`config.mk`:
```
export PLATFORM = sky130hd
export DESIGN_NAME = mem_bus_ctrl
export DESIGN_NICKNAME = d
export VERILOG_FILES = /design/src/rtl/mem_bus_pkg.sv /design/src/rtl/mem_wait_timer.sv /design/src/rtl/mem_bus_ctrl.sv
export SDC_FILE = /design/constraint.sdc
export NUM_CORES = 1
export LEC_CHECK = 0
export ABC_AREA = 1
export ABC_CLOCK_PERIOD_IN_PS = 1400
export BUFFER_PORTS_ARGS = -buffer_cell sky130_fd_sc_hd__buf_2
export CAP_MARGIN = 20
export CORE_ASPECT_RATIO = 1.2
export CORE_MARGIN = 2
export CORE_UTILIZATION = 25
export CTS_CLUSTER_DIAMETER = 30
export DETAILED_ROUTE_END_ITERATION = 6
export GPL_TIMING_DRIVEN = 0
export HOLD_SLACK_MARGIN = 0.08
export PLACE_DENSITY_LB_ADDON = 0.15
export SYNTH_ARGS = -nofsm -noshare
export SYNTH_HDL_FRONTEND = slang
export SYNTH_SLANG_ARGS = --single-unit
export TNS_END_PERCENT = 1
```
`constraint.sdc`:
```
create_clock -name CLK -period 1.4 [get_ports CLK]
set_clock_uncertainty 0.05 [all_clocks]
set_input_delay 0.07 -clock CLK [delete_from_list [all_inputs] [get_ports CLK]]
set_output_delay 0.07 -clock CLK [all_outputs]
set_load 0.03 [all_outputs]
```
`src/rtl/mem_bus_pkg.sv`:
```
// Shared types and defaults for the memory bus controller and its wait/timeout counters.
package mem_bus_pkg;

  localparam int DATA_W       = 16;
  localparam int CNT_W        = 4;
  localparam int WAIT_MIN_DEF = 1;
  localparam int TIMEOUT_DEF  = 15;

  typedef enum logic [1:0] {
    IDLE   = 2'd0,
    SETUP  = 2'd1,
    ACCESS = 2'd2,
    DONE   = 2'd3
  } bus_state_e;

endpackage

```
`src/rtl/mem_wait_timer.sv`:
```
// Loadable 4-bit counter: counts down to zero (wait mode) or up to TERM (timeout mode).
module mem_wait_timer #(
  parameter int             W    = 4,
  parameter bit             DOWN = 1'b1,
  parameter logic [W-1:0]   TERM = '0
) (
  input  logic         gclk,
  input  logic         grst_n,
  input  logic         load,
  input  logic [W-1:0] load_val,
  input  logic         en,
  output logic         flag
);

  logic [W-1:0] cnt;

  // Both directions saturate so a stray enable can never wrap the count.
  always_ff @(posedge gclk or negedge grst_n) begin
    if (!grst_n)   cnt <= '0;
    else if (load) cnt <= load_val;
    else if (en) begin
      if (DOWN && cnt != '0)       cnt <= cnt - 1'b1;
      else if (!DOWN && cnt != '1) cnt <= cnt + 1'b1;
    end
  end

  assign flag = DOWN ? (cnt == '0) : (cnt == TERM);

endmodule

```
`src/rtl/mem_bus_ctrl.sv`:
```
// Single-outstanding memory bus controller: IDLE -> SETUP -> ACCESS -> DONE with
// minimum-wait and timeout handling; faulty requests skip the access and report err.
module mem_bus_ctrl
  import mem_bus_pkg::*;
#(
  parameter int WAIT_MIN = WAIT_MIN_DEF,
  parameter int TIMEOUT  = TIMEOUT_DEF
) (
  input  logic              CLK,
  input  logic              CLR,
  input  logic [DATA_W-1:0] MAR_in,
  input  logic [DATA_W-1:0] MDR_wdata,
  input  logic              rd_req,
  input  logic              wr_req,
  output logic              busy,
  output logic              done,
  output logic              err,
  output logic              ld_mdr,
  output logic [DATA_W-1:0] rdata,
  output logic [DATA_W-1:0] mem_addr,
  output logic [DATA_W-1:0] mem_wdata,
  output logic              mem_ce,
  output logic              mem_we,
  input  logic [DATA_W-1:0] mem_rdata,
  input  logic              mem_ready
);

  localparam logic [CNT_W-1:0] WAIT_LD  = CNT_W'(WAIT_MIN);
  localparam logic [CNT_W-1:0] TMO_TERM = CNT_W'(TIMEOUT - 1);

  bus_state_e state_q, state_d;
  logic       req_wr_q, req_fault_q;
  logic       accept, cnt_load, cnt_en;
  logic       wait_zero, tmo_term, complete;

  assign busy     = (state_q != IDLE);
  assign accept   = (state_q == IDLE) && (rd_req || wr_req);
  assign cnt_load = (state_q == SETUP) && !req_fault_q;
  assign cnt_en   = (state_q == ACCESS);
  // Completion wins over a timeout landing on the same edge.
  assign complete = (state_q == ACCESS) && wait_zero && mem_ready;

  mem_wait_timer #(.W(CNT_W), .DOWN(1'b1), .TERM('0)) u_wait (
    .gclk     (CLK),
    .grst_n   (CLR),
    .load     (cnt_load),
    .load_val (WAIT_LD),
    .en       (cnt_en),
    .flag     (wait_zero)
  );

  mem_wait_timer #(.W(CNT_W), .DOWN(1'b0), .TERM(TMO_TERM)) u_tmo (
    .gclk     (CLK),
    .grst_n   (CLR),
    .load     (cnt_load),
    .load_val ('0),
    .en       (cnt_en),
    .flag     (tmo_term)
  );

  always_ff @(posedge CLK or negedge CLR) begin
    if (!CLR) state_q <= IDLE;
    else      state_q <= state_d;
  end

  always_comb begin
    state_d = state_q;
    case (state_q)
      IDLE:    if (accept) state_d = SETUP;
      SETUP:   state_d = req_fault_q ? DONE : ACCESS;
      ACCESS:  if (complete || tmo_term) state_d = DONE;
      DONE:    state_d = IDLE;
      default: state_d = IDLE;
    endcase
  end

  always_ff @(posedge CLK or negedge CLR) begin
    if (!CLR) begin
      req_wr_q    <= 1'b0;
      req_fault_q <= 1'b0;
      done        <= 1'b0;
      err         <= 1'b0;
      ld_mdr      <= 1'b0;
      rdata       <= '0;
      mem_addr    <= '0;
      mem_wdata   <= '0;
      mem_ce      <= 1'b0;
      mem_we      <= 1'b0;
    end else begin
      done   <= 1'b0;
      ld_mdr <= 1'b0;
      case (state_q)
        IDLE: if (accept) begin
          // Dual request or odd address is flagged here and never reaches the bus.
          req_wr_q    <= wr_req;
          req_fault_q <= (rd_req && wr_req) || MAR_in[0];
          mem_addr    <= MAR_in;
          mem_wdata   <= MDR_wdata;
          mem_ce      <= !((rd_req && wr_req) || MAR_in[0]);
          mem_we      <= wr_req && !rd_req && !MAR_in[0];
          err         <= 1'b0;
        end
        SETUP: if (req_fault_q) begin
          done <= 1'b1;
          err  <= 1'b1;
        end
        ACCESS: if (complete || tmo_term) begin
          done   <= 1'b1;
          err    <= !complete;
          ld_mdr <= complete && !req_wr_q;
          mem_ce <= 1'b0;
          mem_we <= 1'b0;
          if (complete && !req_wr_q) rdata <= mem_rdata;
        end
        default: ;
      endcase
    end
  end

endmodule
```
After elaboration in Yosys (flattened, before gate mapping)
Cells that the tools add are included.

word-level totals
  bits in registers = 65
  logic and storage cells = 80
  output and inout bits = 54
  input bits = 53

cells by class
  $add $sub $neg = 2
  reductions and logical operators = 33
  eq/ne operators = 8
  muxes and demuxes = 24

operators with widths
  kind                                                                    number
  4-bit two-way mux                                                       6
  1-bit two-way mux                                                       11
  2-bit nonzero test                                                      5
  1-bit logical AND                                                       8
  2-bit case mux with 4 select lines                                      1
  2-bit AND reduction                                                     4
  1-bit logical NOT                                                       6
  1-bit case mux with 2 select lines                                      3
  3-bit AND reduction                                                     2
  4-bit by 1-bit adder with 4-bit output (second input constant)          1
  2-bit equality test (second input constant)                             2
  4-bit equality test (second input constant)                             1
  4-bit logical NOT                                                       1
  2-bit two-way mux                                                       2
  2-bit != test (second input constant)                                   2
  4-bit != test (second input constant)                                   1
  4-bit AND reduction                                                     1
  4-bit nonzero test                                                      1
  4-bit by 1-bit subtractor with 4-bit output (second input constant)     1
  1-bit logical OR                                                        3
  1-bit case mux with 3 select lines                                      1
  3-bit nonzero test                                                      1
  2-bit by 1-bit equality test with 1-bit output (second input constant)  1
  2-bit logical NOT                                                       1
  2-bit by 1-bit != test with 1-bit output (second input constant)        1

Longest topological paths before layout
  word-level depth = 6
  depth in mapped cells = 11
  gate-level depth less buffers = 10

Modules after synthesis
A second synthesis with hierarchy kept.

unflattened totals
  cell total of the unflattened synthesis = 347
  area, all modules = 2966.6 sq um

by module, submodules not included
  module                   area an instance (sq um)  instances  sequential area each (sq um)  cells an instance
  mem_bus_ctrl             2378.5                    1          1426.4                        265
  mem_wait_timer (u_tmo)   301.5                     1          100.1                         41
  mem_wait_timer (u_wait)  286.5                     1          100.1                         41

Worst setup path after synthesis
Ideal clock, no wire load.

  kind = flip-flop to flip-flop
  from = reg state_q[0]
  to = reg mem_addr[10]
  path buffers = 1
  clock period less this slack = 1483 ps
  stages on the path, launching flop included = 9
  arrival time = 1316 ps
  path slack = -83 ps
  library setup time = 118 ps
  data required time = 1232 ps
  path through = dfrtp_1 -> inv_1 -> ha_1 -> inv_2 -> a21oi_4 -> inv_2 -> buf_2 -> nand2_1 -> nand2_1

on the way
  longest elaborated chain between the ends = 3

ends and longest elaborated chain
  element                                   RTL line                                RTL
  start, declared                           mem_bus_ctrl.sv:31                      bus_state_e state_q, state_d;
  start signal, assigned                    mem_bus_ctrl.sv:63                      else state_q <= state_d;
  2-bit logical NOT (*)                     mem_bus_ctrl.sv:37, mem_bus_ctrl.sv:92
  1-bit logical AND                         mem_bus_ctrl.sv:37                      assign accept = (state_q == IDLE) && (rd_req || wr_req);
  2-bit AND reduction (no source line) (*)  n/a
  end signal, assigned                      mem_bus_ctrl.sv:97                      mem_addr <= MAR_in;
  end, declared                             mem_bus_ctrl.sv:20                      output logic [DATA_W-1:0] mem_addr,

Every way passes the cells marked *; elsewhere a longest branch is shown, timed or not.
A chain may end at the register's enable or synchronous reset.

Worst setup path in the final report
  from = reg state_q[1]
  to = reg mem_wdata[7]

on the way
  longest elaborated chain between the ends = 3

ends and longest elaborated chain
  element                                   RTL line                                RTL
  2-bit logical NOT (*)                     mem_bus_ctrl.sv:37, mem_bus_ctrl.sv:92
  1-bit logical AND                         mem_bus_ctrl.sv:37
  2-bit AND reduction (no source line) (*)  n/a
  end signal, assigned                      mem_bus_ctrl.sv:98                      mem_wdata <= MDR_wdata;
  end, declared                             mem_bus_ctrl.sv:21                      output logic [DATA_W-1:0] mem_wdata,

Marks and branches as above.

==> reports/results.ini <==
[run_status]
status=complete, but fails checks
failed_checks=negative setup slack

[synth]
ys_warn_count=0
async_flop_share_pct=100
ys_seq_area_share_pct=58.8
synth_nets=378
netlist_area_um2=2770
synth-seq-cells=65
netlist_instances=318
avgSynthCellArea_um2=8.70
synth.distinct_cells=26
synth_flop_cell=dfrtp_1
synth-edff-count=0

[power]
switchingPower_w=0.00489
peakVddDrop_v=0.000668
internal_power_w=0.00634
seqPwrFrac_pct=29.4
p_leak_nw=2.50
powerDensity_nw_per_um2=2400
power_frac_clock_pct=19.5
swShare_pct=43.6
combPwrFrac_pct=51.0

[timing]
fmax_mhz=687
worst_slack_ns=-0.0565
relSlewSlack_pct=44.6
tightest_slew_ns=0.831
slew_violations=0
post-route-min-period_ns=1.46
setup-violations-final=33
finalHoldViolations=0
rsz0062_at_grt=true
fin_crit_sh_pct=104

[job]
max_cap_violations=0

[floorplan]
dieArea_um2=11900
initial_utilization_pct=25.3
num_rows=42
core_area_um2=10900
die_x_um=100
pin_count=107
die_h_um=119

[global_route]
globalRouteMet2Util_pct=21.1
grt_use_met3_pct=3.99
grt_antenna_before_repair=0
grt_pass1_wl_um=12200
track_usage_pct=12.9
grt_busiest_layer=met2
grt_pass1_vias=2649
gr-total-overflow=0
use_met1_pct=16.0
grt_max_degree=66

[min_path]
min_path_cells=6
hold_end=rdata[8]
hp-class=in2reg
worstHoldStart=mem_ready

[clocking]
cts_buffer_depth=2
numCtsBuffers=9
cts_tree=built
path_clk_slew_ns=0.05
cts.sinks=65
clockRootBuffer=clkbuf_16
insertion_delay_ns=0.32
h-tree-depth=3

[worst_setup_path]
crit_path_start_kind=flip-flop
path_max_fanout=7
worstPathArrival_ns=1.62
crit_path_top_delay_cell=dfrtp_2
required_ns=1.56
reg2reg_depth=9
max_stage_delay_ns=0.45
critPathBufInv=5
r2r-start=state_q[1]
path_cells=inv_4, ha_4, inv_4, a21oi_4, buf_12, inv_12, buf_8, nand2_2, nand2_2
critPathCaptureType=flip-flop
reg2reg_slack_ns=-0.06
critical_path_class=reg2reg
regToRegEndpoint=mem_wdata[7]
worst-path-stages=9
crit_family=buffers and inverters

[drt]
via_per_inst=4.14
dr.pass1.iters=6
drt_iter0_drc=88
ant_nets=0
wirelength_um=7350
drc_errors=0
dr_total_vias=2660
avgRoutedWirePerCell_um=11.5

[place]
hpwl_um=4730
dp.cells=556
dp_slack_ns=-0.377
place_congestion=0.751
io_buffers=106

[cells_and_area]
post-route-util_pct=42.8
finalNetCount=565
num_antenna_cells=0
layout.cells.non_filler=642
layout-drive-gt1-share_pct=39.4
area_delta_synth_final_pct=69.0

==> worst register-to-register path, stage by stage, from the launching register on <==
cell	delay [ns]
dfrtp_2	0.45
inv_4	0.09
ha_4	0.14
inv_4	0.05
a21oi_4	0.13
buf_12	0.16
inv_12	0.06
buf_8	0.13
nand2_2	0.05
nand2_2	0.05
==> cell usage after synthesis, types with 2 or more instances <==
library cell / number / share of area [%]
nand3_1: 10 / 1.8
inv_1: 15 / 2.0
ha_1: 7 / 3.2
nor3_1: 2 / 0.36
buf_2: 7 / 1.3
nor2_1: 11 / 1.5
a21oi_1: 4 / 0.72
inv_2: 4 / 0.54
o21ai_0: 8 / 1.4
nand3_2: 3 / 1.1
dfrtp_1: 65 / 59
nand2_1: 168 / 23
==> metal layers <==
| metal | wire (um) | up-vias |
|---|---|---|
| li1 | - | 1358 |
| met4 | 95 | 0 |
| met2 | 3710 | 49 |
| met3 | 275 | 7 |
| met1 | 3270 | 1246 |
| met5 | 0 | - |
==> worst max-delay path by stage <==
stage | startpoint | to | slack (ns)
global placement | state_q[1] | u_tmo.cnt[1] | -0.35
CTS | state_q[1] | mem_wdata[7] | -0.07
floorplan | state_q[1] | mem_addr[10] | -0.03
global route | state_q[0] | mem_ce | -0.13
detailed placement | state_q[1] | u_tmo.cnt[1] | -0.38
finish | state_q[1] | mem_wdata[7] | -0.06
==> area by class of cell <==
class / count / area, um^2
Tap cell: 132 / 165
Timing Repair inverter: 1 / 7.51
Clock buffer: 13 / 250
Buffer: 8 / 105
Fill cell: 1099 / 6250
Inverter: 20 / 97.6
Multi-Input combinational cell: 224 / 1150
Sequential cell: 65 / 1630
Timing Repair Buffer: 176 / 1230
Clock inverter: 3 / 40.0
==> per-stage QoR <==
step	hold WS [ns]	total power [W]	cell area [um^2]	TNS [ns]
detailed placement	0.191	0.00790	3480	-10.94
finish	0.150	0.0112	4680	-1.36
global placement	0.217	0.00785	3480	-21.75
global route	0.170	0.0121	4680	-5.67
floorplan	-0.276	0.00652	2780	-0.959
CTS	0.130	0.0109	4530	-2.30
==> layout by cell type, fill, tap and decap left out, drive strengths merged <==
cell | netlist | final
a211oi | 1 | 1
a21boi | 1 | 1
a21oi | 5 | 5
buf | 9 | 133
bufinv | 0 | 1
clkbuf | 0 | 13
clkinv | 0 | 2
clkinvlp | 0 | 1
dfrtp | 65 | 65
dlygate4sd3 | 0 | 51
ha | 7 | 7
inv | 20 | 20
nand2 | 169 | 169
nand3 | 14 | 14
nand4 | 1 | 1
nor2 | 12 | 12
nor3 | 2 | 2
nor3b | 1 | 1
o211ai | 1 | 1
o21ai | 9 | 9
o31ai | 1 | 1
==> state kept, by name, summed over array words and instances (netlist names), 2 cells and up <==
register / cells
state_q: 2
mem_addr: 16
u_wait.cnt: 4
rdata: 16
mem_wdata: 16
u_tmo.cnt: 4
==> power by group through the flow <==
stage	clock network, W	logic [W]	registers (W)
6_report	0.00219	0.00573	0.00331
5_1_grt	0.00238	0.00633	0.00341
4_1_cts	0.00228	0.00541	0.00326
3_5_place_dp	0	0.00464	0.00326
3_3_place_gp	0	0.00460	0.00325
2_1_floorplan	0	0.00184	0.00468
==> what timing repair did <==
action,in CTS,in global routing
hold endpoints to repair,117,0
cloned,4,0
hold buffers,51,0
pin swaps,7,8
gates resized for setup,40,45
buffers inserted,11,5
setup endpoints to repair,65,66
==> logic make-up (layout without fill, tap and decap cells) <==
logic type	count (synthesis)	count (layout)	synth area share (%)
simple gates	199	199	29.3
flops	65	65	58.8
buf+inv	29	221	4.75
compound gates	18	18	4.02
fa+ha+maj	7	7	3.16
Power figures use the tool's default switching activity.
